<file path="src/rtl/mul_div_unit.sv">
// Multi-cycle MIPS multiply/divide unit owning HI/LO: fixed-latency multiply,
// restoring radix-2 divide, and MTHI/MTLO moves while idle.
module mul_div_unit #(
  parameter int WIDTH   = 32,
  parameter int MUL_LAT = 4
) (
  input  logic             clk,
  input  logic             rst,
  input  logic             start,
  input  logic [1:0]       op,
  input  logic [WIDTH-1:0] a,
  input  logic [WIDTH-1:0] b,
  input  logic             mthi,
  input  logic             mtlo,
  input  logic [WIDTH-1:0] wdata,
  output logic             busy,
  output logic             done,
  output logic [WIDTH-1:0] hi,
  output logic [WIDTH-1:0] lo
);
  localparam int CW = $clog2(WIDTH + MUL_LAT + 1);

  typedef enum logic [2:0] {IDLE, MUL, DIV_PREP, DIV_ITER, DIV_FIX} state_t;
  state_t state, state_nx;

  logic [CW-1:0]      cnt;
  logic               uns;
  logic [WIDTH-1:0]   a_r, b_r;
  logic [WIDTH-1:0]   quo, dvs, rem;
  logic               q_neg, r_neg, dz, ovf;
  logic [2*WIDTH-1:0] a_ext, b_ext, prod;
  logic [WIDTH:0]     rem_sh, rem_sub;
  logic               ge;
  logic [WIDTH-1:0]   rem_nx;
  logic               mul_last, iter_last, sgn;

  assign busy      = (state != IDLE);
  assign mul_last  = (cnt == CW'(MUL_LAT - 1));
  assign iter_last = (cnt == CW'(WIDTH - 1));
  assign sgn       = ~uns;

  // Product is taken from the latched operands, so a/b may change in flight.
  always_comb begin
    a_ext = uns ? {{WIDTH{1'b0}}, a_r} : {{WIDTH{a_r[WIDTH-1]}}, a_r};
    b_ext = uns ? {{WIDTH{1'b0}}, b_r} : {{WIDTH{b_r[WIDTH-1]}}, b_r};
    prod  = a_ext * b_ext;
  end

  // One restoring step: shift in next dividend bit, subtract if it fits.
  always_comb begin
    rem_sh  = {rem, quo[WIDTH-1]};
    rem_sub = rem_sh - {1'b0, dvs};
    ge      = (rem_sh >= {1'b0, dvs});
    rem_nx  = ge ? rem_sub[WIDTH-1:0] : rem_sh[WIDTH-1:0];
  end

  always_ff @(posedge clk) begin
    if (rst) state <= IDLE;
    else     state <= state_nx;
  end

  always_comb begin
    state_nx = state;
    case (state)
      IDLE:     if (start) state_nx = op[1] ? DIV_PREP : MUL;
      MUL:      if (mul_last) state_nx = IDLE;
      DIV_PREP: state_nx = DIV_ITER;
      DIV_ITER: if (iter_last) state_nx = DIV_FIX;
      DIV_FIX:  state_nx = IDLE;
      default:  state_nx = IDLE;
    endcase
  end

  always_ff @(posedge clk) begin
    if (rst) begin
      done  <= 1'b0;
      hi    <= '0;
      lo    <= '0;
      cnt   <= '0;
      uns   <= 1'b0;
      a_r   <= '0;
      b_r   <= '0;
      quo   <= '0;
      dvs   <= '0;
      rem   <= '0;
      q_neg <= 1'b0;
      r_neg <= 1'b0;
      dz    <= 1'b0;
      ovf   <= 1'b0;
    end else begin
      done <= 1'b0;
      case (state)
        IDLE: begin
          if (start) begin
            a_r <= a;
            b_r <= b;
            uns <= op[0];
            cnt <= '0;
          end else begin
            if (mthi) hi <= wdata;
            if (mtlo) lo <= wdata;
          end
        end
        MUL: begin
          cnt <= cnt + 1'b1;
          if (mul_last) begin
            hi   <= prod[2*WIDTH-1:WIDTH];
            lo   <= prod[WIDTH-1:0];
            done <= 1'b1;
            cnt  <= '0;
          end
        end
        DIV_PREP: begin
          quo   <= (sgn && a_r[WIDTH-1]) ? -a_r : a_r;
          dvs   <= (sgn && b_r[WIDTH-1]) ? -b_r : b_r;
          q_neg <= sgn && (a_r[WIDTH-1] ^ b_r[WIDTH-1]);
          r_neg <= sgn && a_r[WIDTH-1];
          dz    <= (b_r == '0);
          ovf   <= sgn && (a_r == {1'b1, {(WIDTH-1){1'b0}}}) && (b_r == '1);
          rem   <= '0;
          cnt   <= '0;
        end
        DIV_ITER: begin
          quo <= {quo[WIDTH-2:0], ge};
          rem <= rem_nx;
          cnt <= iter_last ? '0 : cnt + 1'b1;
        end
        DIV_FIX: begin
          done <= 1'b1;
          if (dz) begin
            lo <= '1;
            hi <= a_r;
          end else if (ovf) begin
            lo <= {1'b1, {(WIDTH-1){1'b0}}};
            hi <= '0;
          end else begin
            lo <= q_neg ? -quo : quo;
            hi <= r_neg ? -rem : rem;
          end
        end
        default: ;
      endcase
    end
  end
endmodule

</file>
<file path="config.mk">
export PLATFORM = sky130hd
export DESIGN_NAME = mul_div_unit
export DESIGN_NICKNAME = d
export VERILOG_FILES = /design/src/rtl/mul_div_unit.sv
export SDC_FILE = /design/constraint.sdc
export NUM_CORES = 2
export LEC_CHECK = 0
export CAP_MARGIN = 30
export CORE_UTILIZATION = 59
export DETAILED_ROUTE_END_ITERATION = 16
export PLACE_DENSITY = 0.83
export SETUP_SLACK_MARGIN = 0.2
export SLEW_MARGIN = 20
export SYNTH_ARGS = -nofsm -noshare
export SYNTH_HDL_FRONTEND = slang
export SYNTH_SLANG_ARGS = --single-unit
</file>
<file path="constraint.sdc">
create_clock -name clk -period 8.9 [get_ports clk]
set_input_delay 1.78 -clock clk [delete_from_list [all_inputs] [get_ports clk]]
set_output_delay 1.78 -clock clk [all_outputs]
set_load 0.05 [all_outputs]
</file>
==> impl_metrics.csv <==
group,metric,value,unit
yosys,synth_common_cells,"1595 x inv_1, 1420 x fa_1, 891 x nand2_1",
grt,antenna_found_initial,9,
cts,clockBufferDepth,3,
routing,route.detailed.drc,0,
cts,cts_tree,"yes",
critical_path,max_stage_delay,0.59,ns
critical_path,reg2reg_from,"a_r[31]",
timing,hold_violations,0,
yosys,yosysTopAreaCell,"fa_1",
finish,final_layout_size_suffix_gt1_frac,0.1080,
critical_path,regToRegSetupSlack,0.09,ns
routing,totalWireLength,211.9,mm
floorplan,die_x,327.3,µm
yosys,synth_seq_cells,239,
min_path,holdPathEnd,"hi[11]",
placement,placedInstanceArea,68020,µm²
yosys,avgSynthCellArea,8.744,µm²
min_path,hold_start,"hi[11]",
cts,cts_num_sinks,239,
floorplan,die_h,327.3,µm
cts,cts_made_buffers,28,
routing,drt_iter0_drc,5446,
routing,via_per_inst,5.865,
yosys,synthArstFlopShare,0,
critical_path,r2r_end,"hi[30]",
cts,htree_levels,1,
min_path,hold_path.class,"flop to flop",
grt,grt_pass1_wl,323.4,mm
power,powerDensity,201.0,nW/µm²
grt,grt_usage,0.4012,
timing,fin_skew,0.02509,ns
critical_path,worstSetupPathType,"flop to flop",
critical_path,crit_slowest_cell,"fa_2",
grt,grt_max_degree,87,
power,ir_worst_vdd,0.0002935,V
finish,final_net_count,9258,
critical_path,critPathMaxFanout,7,
placement,gp_congestion,1.048,
yosys,yosys_warnings,0,
placement,dp_hpwl,173.9,mm
critical_path,endpoint_kind,"flop",
routing,wl_per_cell,24.09,µm
yosys,syn_nets,9009,
yosys,ys_types,82,
finish,design_area,70640,µm²
critical_path,cp-start-kind,"flop",
timing,period_minus_slack,8.806,ns
routing,vias,51580,
timing,max_freq,0.1136,GHz
timing,setup_viol,0,
yosys,synth_area,62420,µm²
placement,port_buffers,168,
yosys,synth_top_cell_area_share,0.4554,
yosys,synth_most_common_cell,"inv_1",
power,p_seq_frac,0.104,
yosys,syn_inst,7139,
floorplan,coreArea,104200,µm²
yosys,synth-edff-count,0,
yosys,yosys-top-cells-area,"fa_1 46%, inv_1 9.6%, dfxtp_1 7.7%",
routing,postRouteAntennaNets,0,
cts,path_clk_slew,0.07,ns
timing,period_share,0.9895,
critical_path,worstPathArrival,9.35,ns
timing,slew_headroom,0.3569,
min_path,hold_depth,2,
yosys,synth_seq_area_share,0.07665,
critical_path,rr_worst_depth,34,
floorplan,row_count,118,
critical_path,crit_path_frequent_cell,"fa_1",
critical_path,worst_ep_required_time,9.45,ns
power,swShare,0.5455,
cts,worstSkewPairLatency,0.60,ns
floorplan,io_pins,169,
timing,rsz0062_at_grt,"yes",
timing,worst_pin_slew,0.9633,ns
power,leakage,0.03482,µW
grt,grt_pass1_vias,54380,
power,p_int,6455,µW
cts,clockRootBuffer,"clkbuf_16",
power,combPwrFrac,0.811,
floorplan,initial_core_util,0.5988,
flow_run,cap_violations,0,
routing,first_pass_iters,8,
timing,maxSlewViolCount,0,
power,clockPowerShare,0.085,
run_status,status,"finished clean",
finish,area_growth,13.17,%
floorplan,dieArea,107100,µm²
finish,utilization,0.6777,
grt,grt_overflow,0,
power,p_sw,7746,µW
yosys,synth_flop_cell,"dfxtp_1",
cells by family (layout without fill, tap and decap cells):
group | Yosys count | count (layout) | share of synthesized area
xor+xnor | 247 | 247 | 0.03466
mux | 6 | 6 | 0.0009622
flops | 239 | 239 | 0.07665
simple gates | 2050 | 2050 | 0.1583
fa+ha+maj | 1770 | 1770 | 0.5255
compound gates | 804 | 804 | 0.08220
buf+inv | 2023 | 2294 | 0.1218
other cells | 0 | 5 | 0
worst max-delay path: cells and delay by family, from the launching register on:
kind | cells | cell delay (ns)
fa+ha+maj | 11 | 5.44
simple gates | 4 | 0.88
flops | 1 | 0.35
compound gates | 7 | 1.07
buf+inv | 12 | 0.97
cell usage in the layout, fill, tap and decap left out, types with 15 or more instances in the layout:
cell | Yosys | routed
a211oi_1 | 47 | 43
a21o_1 | 52 | 52
a21oi_1 | 271 | 248
a21oi_2 | 0 | 19
a221oi_1 | 20 | 20
a22oi_1 | 15 | 15
a311oi_1 | 20 | 19
and2_1 | 588 | 585
buf_12 | 0 | 47
buf_4 | 0 | 398
buf_6 | 1 | 20
clkbuf_16 | 0 | 32
clkdlybuf4s50_1 | 0 | 167
dfxtp_1 | 239 | 201
dfxtp_2 | 0 | 23
dfxtp_4 | 0 | 15
fa_1 | 1420 | 1369
fa_2 | 0 | 51
ha_1 | 347 | 334
inv_1 | 1595 | 1563
inv_2 | 0 | 31
nand2_1 | 891 | 873
nand2b_1 | 17 | 17
nand3_1 | 91 | 86
nand4_1 | 32 | 32
nor2_1 | 247 | 236
nor3_1 | 71 | 66
nor4_1 | 19 | 17
o21a_1 | 16 | 16
o21ai_0 | 163 | 150
o21ai_1 | 9 | 17
o31ai_1 | 40 | 39
or3_1 | 19 | 18
xnor2_1 | 150 | 145
xor2_1 | 97 | 94
final cells by class:
| class | count | area, µm² |
|---|---|---|
| fill | 8134 | 33590 |
| antenna | 5 | 12.51 |
| clock buffer | 32 | 725.7 |
| tap | 1380 | 1727 |
| sequential | 239 | 4870 |
| clock inverter | 20 | 210.2 |
| inverter | 1595 | 5989 |
| timing repair buffer | 647 | 6151 |
| multi-input combinational | 4877 | 50960 |
how the worst max path moves through the flow:
stage                  end    start
finish              hi[30]  a_r[31]
global route        hi[24]      uns
CTS                 hi[17]  a_r[31]
detailed placement  hi[19]      uns
global placement    hi[19]      uns
floorplan           hi[24]  a_r[31]
registers in the layout, summed over array words and instances, names as in the netlist, 3 cells and up:
name / cells
state: 3
b_r: 32
cnt: 6
dvs: 32
hi: 32
lo: 32
a_r: 32
quo: 32
rem: 32
routing by layer:
metal  up-vias  part of all wire  track usage
met4         4             0.096       0.2919
met5         -           0.00011            0
met2      2901              0.45       0.6416
met3       832             0.098      0.07164
li1      21970                 -            -
met1     25880              0.35       0.4914
power groups by stage:
stage / clock network [µW] / registers, µW / logic [µW]
floorplan: 0 / 1500 / 6260
global placement: 0 / 1470 / 10300
detailed placement: 0 / 1470 / 10500
CTS: 1210 / 1450 / 10900
global route: 1250 / 1480 / 12500
finish: 1210 / 1470 / 11500
through the flow:
stage / total power [µW] / worst slack (ns) / instances / TNS, ns / hold WS [ns]
after global placement: 11760 / -0.6833 / 8681 / -5.706 / 0.4426
after CTS: 13520 / 0.1016 / 8749 / 0 / 0.4542
after floorplan: 7756 / 0.2060 / 7139 / 0 / 0.4319
after global routing: 15210 / -0.1675 / 8790 / -0.7753 / 0.5000
after detailed placement: 11980 / -0.7255 / 8683 / -6.763 / 0.4469
final: 14200 / 0.09370 / 8795 / 0 / 0.4714
repair_timing:
| action | in CTS | in global routing |
|---|---|---|
| pin swaps | 49 | 84 |
| hold buffers | 0 | 0 |
| gates cloned | 3 | 4 |
| gates resized for setup | 117 | 186 |
| buffers inserted | 11 | 36 |
| endpoints found under the setup margin | 29 | 37 |
No activity file was read; power rests on OpenSTA's default activity.
